### config.mk
export PLATFORM = sky130hd
export DESIGN_NAME = uart_tx_fifo
export DESIGN_NICKNAME = d
export VERILOG_FILES = /design/src/rtl/uart_tx_fifo.sv
export SDC_FILE = /design/constraint.sdc
export NUM_CORES = 1
export LEC_CHECK = 0
export ABC_AREA = 0
export CORE_ASPECT_RATIO = 2
export CORE_MARGIN = 2
export CORE_UTILIZATION = 45
export CTS_CLUSTER_SIZE = 25
export DETAILED_ROUTE_END_ITERATION = 8
export GPL_TIMING_DRIVEN = 0
export HOLD_SLACK_MARGIN = 0.06
export PLACE_DENSITY = 0.65
export SYNTH_ARGS = -nofsm -noshare
export SYNTH_HDL_FRONTEND = slang
export SYNTH_SLANG_ARGS = --single-unit
### constraint.sdc
create_clock -name CLK -period 4.8 [get_ports CLK]
set_input_delay 0.72 -clock CLK [delete_from_list [all_inputs] [get_ports CLK]]
set_output_delay 0.72 -clock CLK [all_outputs]
set_load 0.02 [all_outputs]
### src/rtl/uart_tx_fifo.sv
// Transmit FIFO in front of uart_tx: the CPU pushes bytes over the peripheral bus and an
// FSM drains them one at a time through uart_tx's byte/go/done handshake.
module uart_tx_fifo #(
  parameter int BITS  = 16,
  parameter int DEPTH = 16
) (
  input  logic            CLK,
  input  logic            RSTb,
  input  logic [7:0]      ADDRESS,
  input  logic [BITS-1:0] DATA_IN,
  output logic [BITS-1:0] DATA_OUT,
  input  logic            WRb,
  output logic [7:0]      TX_BYTE,
  output logic            TX_GO,
  input  logic            TX_DONE
);

  localparam int AW = $clog2(DEPTH);
  localparam logic [AW:0] FULL_CNT = (AW+1)'(DEPTH);

  localparam logic [7:0] ADDR_DATA   = 8'h00;
  localparam logic [7:0] ADDR_STATUS = 8'h01;
  localparam logic [7:0] ADDR_CLR    = 8'h02;

  typedef enum logic [1:0] {
    S_IDLE,
    S_SEND,
    S_WAIT_BUSY,
    S_WAIT_DONE
  } state_t;

  state_t        state;
  logic [7:0]    mem [DEPTH];
  logic [AW-1:0] wr_ptr;
  logic [AW-1:0] rd_ptr;
  logic [AW:0]   count;
  logic          ovf;

  logic full;
  logic empty;
  logic idle;
  logic push_req;
  logic push;
  logic pop;
  logic ovf_clr;
  logic unused_data_hi;

  assign full     = (count == FULL_CNT);
  assign empty    = (count == '0);
  assign idle     = empty && (state == S_IDLE) && TX_DONE;
  assign push_req = !WRb && (ADDRESS == ADDR_DATA);
  assign push     = push_req && !full;
  assign pop      = (state == S_IDLE) && !empty;
  assign ovf_clr  = !WRb && (ADDRESS == ADDR_CLR);

  // Only the low byte of a data write is ever stored.
  assign unused_data_hi = ^DATA_IN[BITS-1:8];

  // NOTE: the storage array has no reset; pointers and count define which entries are valid,
  // so clearing the data itself would only cost a reset net to every flop.
  always_ff @(posedge CLK) begin
    if (push) mem[wr_ptr] <= DATA_IN[7:0];
  end

  // Pointers wrap naturally because DEPTH is a power of two.
  always_ff @(posedge CLK) begin
    if (!RSTb) begin
      wr_ptr <= '0;
      rd_ptr <= '0;
      count  <= '0;
      ovf    <= 1'b0;
    end else begin
      if (push) wr_ptr <= wr_ptr + 1'b1;
      if (pop)  rd_ptr <= rd_ptr + 1'b1;
      case ({push, pop})
        2'b10:   count <= count + 1'b1;
        2'b01:   count <= count - 1'b1;
        default: count <= count;
      endcase
      if (push_req && full) ovf <= 1'b1;
      else if (ovf_clr)     ovf <= 1'b0;
    end
  end

  // TX_GO is high only for the cycle spent in S_SEND; TX_BYTE holds until the next pop.
  always_ff @(posedge CLK) begin
    if (!RSTb) begin
      state   <= S_IDLE;
      TX_BYTE <= 8'h00;
      TX_GO   <= 1'b0;
    end else begin
      TX_GO <= 1'b0;
      case (state)
        S_IDLE: begin
          if (pop) begin
            TX_BYTE <= mem[rd_ptr];
            TX_GO   <= 1'b1;
            state   <= S_SEND;
          end
        end
        S_SEND:      state <= S_WAIT_BUSY;
        S_WAIT_BUSY: if (!TX_DONE) state <= S_WAIT_DONE;
        S_WAIT_DONE: if (TX_DONE)  state <= S_IDLE;
        default:     state <= S_IDLE;
      endcase
    end
  end

  // NOTE: the output gets a default before the case so no path leaves it unassigned (no latch).
  always_comb begin
    DATA_OUT = '0;
    case (ADDRESS)
      ADDR_STATUS: begin
        DATA_OUT[8+AW:8] = count;
        DATA_OUT[2]      = ovf;
        DATA_OUT[1]      = full;
        DATA_OUT[0]      = idle;
      end
      default: DATA_OUT = '0;
    endcase
  end

endmodule

### Word-level counts from Yosys, hierarchy flattened

Memory sizes are Yosys's and may differ from the RTL's. A register that Yosys moved wholly into a read port is not among the register bits.
Index checks and enable logic that the tools add are counted.

* mux-type cells: 12
* reduce and logical (&&, ||, !) cells: 19
* eq/ne operators: 11
* $add $sub $neg: 4

Operator list (number)
* case mux 5 bit (2 select lines): 1
* adder 4 x 1 -> 4 bit, second input constant: 2
* equality test 8 x 1 -> 1 bit, second input constant: 1
* equality test 8 x 2 -> 1 bit, second input constant: 1
* logical NOT 8 bit: 1
* case mux 2 bit (4 select lines): 1
* logical AND 1 bit: 7
* equality test 2 bit, second input constant: 3
* 2-to-1 mux 2 bit: 3
* != test 2 bit, second input constant: 3
* adder 5 x 1 -> 5 bit, second input constant: 1
* equality test 5 bit, second input constant: 1
* logical NOT 5 bit: 1
* 2-to-1 mux 1 bit: 5
* 2-to-1 mux 5 bit: 1
* subtractor 5 x 1 -> 5 bit, second input constant: 1
* equality test 2 x 1 -> 1 bit, second input constant: 2
* logical NOT 1 bit: 4
* AND reduction 2 bit: 2
* nonzero test 2 bit: 2
* 2-to-1 mux 3 bit: 1
* AND reduction 3 bit: 1
* logical NOT 2 bit: 1

* bits in writable memories: 128
* flip-flop bits (word level): 17
* output and inout port bits: 25
* input port bits: 28
* memories kept: 1
* logic and storage cells: 53

Memory list
* mem: depth 16, width 8, read ports 1, clocked after memory_dff 1, wr ports 1, RTL line 33 `logic [7:0] mem [DEPTH];`

### Logic depth before layout (Yosys ltp)

* depth in word-level cells: 5
* depth in mapped cells: 12
* mapped depth without buffers: 10

### Worst setup path before layout

No wires, ideal clock.

* path kind: input-to-reg
* start: in ADDRESS[3]
* end: reg count[4]
* buffers on the path: 1
* data arrival time: 3329 ps
* slack: 1399 ps
* setup time: 72 ps
* stages on the path: 11
* cells stage by stage: or4_4 > nor4_4 > nand2_1 > ha_1 > clkbuf_1 > xor2_1 > ha_1 > o21a_1 > o21a_1 > o32ai_1 > mux2i_1

* word-level cells in the longest chain between the ends: 5
* elaborated cells between the ends (all ways): 7
* classes of those cells: 2 x eq/ne; 1 x mux; 4 x reduce/logical

Ends and longest elaborated chain
* start: declaration: RTL line 9 `input logic [7:0] ADDRESS,`
* logical NOT 8 bit (*): RTL line 51 `assign push_req = !WRb && (ADDRESS == ADDR_DATA);`
* logical AND 1 bit (*): RTL line 51
* logical AND 1 bit (*): RTL line 52 `assign push = push_req && !full;`
* equality test 2 x 1 -> 1 bit or equality test 2 bit (tied branches): RTL line 75 `case ({push, pop})`
* case mux 5 bit (2 select lines) or nonzero test 2 bit (tied branches)
* end signal: assignment: RTL line 76 `2'b10: count <= count + 1'b1;`
* end signal: assignment: RTL line 77 `2'b01: count <= count - 1'b1;`
* end signal: assignment: RTL line 78 `default: count <= count;`
* end: declaration: RTL line 36 `logic [AW:0] count;`

Mark *: on every way between the ends. The rest lies on a longest branch, timed or not.
A chain may end at the register's enable or synchronous reset.

### Worst setup path in the final report

* start: in ADDRESS[3]
* end: out DATA_OUT[0]

* word-level cells in the longest chain between the ends: 2

Ends and longest elaborated chain
* equality test 8 x 1 -> 1 bit: RTL line 112 `case (ADDRESS)`
* 2-to-1 mux 3 bit: RTL line 112
* end: declaration: RTL line 11 `output logic [BITS-1:0] DATA_OUT,`

Every way passes these cells.

==> impl_summary.txt <==
----------------------------------------------------
[Synthesis]
  Number of enable-type register cells in the synthesized netlist ... 128
  Warning count from the yosys run ... 0
  Flops & latches, synth ... 153
  Prevailing post-synth register cell ... edfxtp_1
  Cell area after technology mapping ... 6429 um^2
  Async set-or-reset flop fraction in the synthesized netlist ... 0%
  Number of library cell types mapped by synthesis ... 44
  Synthesized area divided by synthesized cell count ... 14.45 um^2
  Sequential element share of the synthesized area ... between 60% and 70%
  Post-Synthesis Cells ... 445

[Routing]
  Detailed-route DRC error count ... 0
  Final ANT Viol Nets ... 0
  Detailed Route WL ... about 14 mm
  Average wire length per cell after detail routing ... 20.25 um
  DRC marker count from the first detailed-route iteration ... 232
  TritonRoute pass-1 iters ... 4
  Via density per instance ... 5.500
  DR vias ... slightly below 4000

[Layout]
  Storage cell area ... 4344 um^2
  Fraction of layout instances using a drive strength above 1 ... approximately 11%
  Area of the multi-input gates ... ~1900 um^2
  Layout filler cell count ... 1166
  Total number of nets in the final design ... between 500 and 600
  Number of antenna repair diodes ... 0
  Number of cells in the finished layout apart from fillers ... 708
  Layout Area Growth over Synthesis ... 18.57%

[GRT]
  Sum of overflow across all layers after global routing ... 0
  Maximum number of pins on one net before global-route repair ... 17
  Overall routing resource usage ... 19.92%
  First-pass GRT wire length ... 22.10 mm
  Antenna violations before repair ... 0
  Via count of the first global-routing pass ... 4046

[Floorplan]
  Die area ... 15320 um^2
  Core Area ... 13970 um^2
  Initial cell density of the core ... 46.03%
  Die W ... 88.52 um
  Number of I/O pins ... 53
  DIE HEIGHT ... 173.0 um
  Number of placement rows ... 61

[Clock network]
  Maximum clock insertion buffer count ... 2
  CTS resizes ... 0
  CTS tree ... done
  Number of buffers created by CTS ... 17
  Quantity of hold-fixing buffers added after cts ... 0
  Clk pin slew, worst setup/hold paths ... 60 ps
  Number of buffers inserted to repair setup after CTS ... 0
  Max H-tree Level ... 4
  Number of sinks handled by clock tree synthesis ... 153
  Root Driver ... clkbuf_16
  Insertion delay of the later-clocked pin in the worst-skew pair ... around 420 ps

[Pwr]
  Clock network fraction of design power ... 43.0%
  Power per cell area ... around 390 nW/um^2
  Worst IR Drop VDD ... 0.2573 mV
  Comb power frac ... 7.5%
  Sequential Power Share ... 49.5%
  Leakage Power ... approximately 2.4 nW
  Cell internal pwr ... ~2.3 mW
  Switching fraction of total power ... 22.33%
  Switching component of the power ... 0.6635 mW

[Outcome]
  Result of the run ... finished clean

[Timing]
  Count of endpoints failing setup in the final report ... 0
  Final count of hold timing violations ... 0
  Final critical path time including I/O delays and setup ... 4083 ps
  Setup TNS after final layout ... 0 ps
  Transition time at the pin with the least slew margin ... 1233 ps
  RSZ-0062 raised after global routing ... no
  Minimum hold slack ... 537.5 ps
  Final critical-path share of the clock period ... 85.06%
  Worst-case headroom to the max-slew limit ... between 10% and 20%
  Max-slew violation count ... 0
  Setup clock skew after layout ... between 7 and 8 ps
  Timing-limited maximum frequency ... 244.9 MHz

[Setup path]
  Highest-delay cell along the critical path ... nor4_1
  Critical path fanouts, max ... 7
  Number of buffer and inverter stages on the critical path ... 2
  Critical path's most frequent cell ... clkdlybuf4s50_1
  Kind of cell with the highest combined delay on the critical path ... simple AND/OR/NAND/NOR gates
  Worst Path Required ... 4080 ps
  CP peak stage delay ... 620 ps
  Worst setup EP type ... output pin
  Critical path arrival ... ~3400 ps
  Crit Path Class ... in2out
  Startpoint Class ... primary input
  List of cells traversed by the critical path ... clkdlybuf4s50_1 -> or4_4 -> nor4_1 -> and2_1 -> and4_1 -> clkdlybuf4s50_1

[Place]
  Final weighted congestion of routability-driven global placement ... 0.7917
  Post-DP HPWL ... 10.39 mm
  Placed Cells incl. Taps ... approximately 680
  Number of buffers inserted by port buffering ... 35

[Job]
  Number of violations of the max-capacitance limit ... 0

[Worst hold path]
  Class of the most critical hold timing path ... reg2reg

----------------------------------------------------
-- tightest hold or removal path, cell delays in order (launching register included) --
cell and delay [ps]:
dfxtp_1 330, nor2_1 100, a211oi_1 50
-- flip-flops by register name, summed over array words and instances, names as in the netlist --
register and cells:
mem 128, TX_BYTE 8, count 5, rd_ptr 4
wr_ptr 4, state 2, TX_GO 1, ovf 1
-- layout by cell type, fill, tap and decap left out, types with 3 or more instances in the layout --
cell,count
buf_2,7
o22ai_1,32
conb_1,8
o211ai_1,3
clkinvlp_4,3
clkbuf_16,17
nor3_1,3
ha_1,13
xor2_1,6
nand2b_1,5
clkinv_1,4
a31oi_1,3
o21ai_0,11
clkdlybuf4s50_1,35
inv_1,6
or3b_2,4
nand2_1,6
nand3_1,8
buf_1,4
nor2_1,23
dfxtp_1,25
clkbuf_1,16
clkinv_4,4
buf_4,8
mux2i_1,70
nand3b_1,5
and3_1,8
nor4_1,9
a21oi_1,14
edfxtp_1,128
-- power groups by stage --
stage	combinational, mW	clock [mW]	sequential, mW
after floorplan	0.116	0	1.51
after global placement	0.214	0	1.50
after detailed placement	0.223	0	1.50
after CTS	0.224	1.29	1.47
after global routing	0.248	1.35	1.47
final	0.224	1.28	1.47
-- cells in the mapped netlist (all sizes together), types with 2 or more instances --
| cell | instances | share of area (%) |
|---|---|---|
| edfxtp | 128 | 60 |
| mux2i | 70 | 11 |
| o22ai | 32 | 3.1 |
| dfxtp | 25 | 7.8 |
| nor2 | 23 | 1.3 |
| buf | 19 | 1.7 |
| clkbuf | 16 | 0.93 |
| a21oi | 14 | 1.1 |
| ha | 13 | 2.5 |
| nor4 | 11 | 1.4 |
| o21ai | 11 | 0.86 |
| nand3 | 9 | 0.78 |
| and3 | 8 | 0.78 |
| inv | 6 | 0.35 |
| nand2 | 6 | 0.35 |
| xor2 | 6 | 0.82 |
| nand2b | 5 | 0.49 |
| nand3b | 5 | 0.58 |
| nor3 | 5 | 0.47 |
| or3b | 4 | 0.54 |
| a31oi | 3 | 0.29 |
| o211ai | 3 | 0.35 |
| or4 | 3 | 0.47 |
| a211oi | 2 | 0.23 |
| a21boi | 2 | 0.23 |
| and2 | 2 | 0.19 |
| o21a | 2 | 0.23 |
| or2 | 2 | 0.19 |
| or3 | 2 | 0.19 |
-- layout make-up --
cell class              count  share of cell area, %
plain buffers              35                  2.232
clock buffers              17                  5.581
clock inverters            15                  1.970
inverters                   6                 0.2955
multi-input cells         258                  25.23
flip-flops and latches    153                  56.99
well taps                 189                  3.102
repair buffers             35                  4.596
-- metrics by stage --
step	util, %	setup slack (ps)	instance area [um^2]	power [mW]
floorplan	-	1399	6455	1.624
global placement	50.42	720.8	7042	1.710
detailed placement	50.42	664.9	7042	1.720
CTS	54.54	651.7	7617	2.982
global route	54.57	492.0	7622	3.066
finish	54.57	717.3	7622	2.971
-- cell families after synthesis --
kind of cell               synth area share [%]
DFF                                       67.57
and+or+nand+nor                           8.019
AOI/OAI and AO/OA                         6.792
muxes                                     11.07
buffers and inverters                     2.997
adders and majority gates                 2.530
xor gates and xnor gates                 0.9537
other                                   0.05833
-- per-layer routing --
layer | wire [um] | track usage (%) | up-vias
met5 | 0 | 0 | -
met4 | 670 | 10.29 | 0
met3 | 635 | 4.248 | 37
met2 | 8225 | 36.81 | 114
met1 | 4806 | 19.87 | 1924
li1 | - | - | 1819
-- path summary, 6_finish.rpt --
| path | start | to | slack (ps) | cells after the start |
|---|---|---|---|---|
| max reg2reg | count[1]$_SDFFE_PN0P_ | count[4]$_SDFFE_PN0P_ | 1240 | 12 |
| max | ADDRESS[3] | DATA_OUT[0] | 720 | 6 |
| min | state[0]$_SDFFE_PN0P_ | state[0]$_SDFFE_PN0P_ | 540 | 2 |
| min reg2reg | state[0]$_SDFFE_PN0P_ | state[0]$_SDFFE_PN0P_ | 540 | 2 |
No activity file was read; power rests on OpenSTA's default activity.
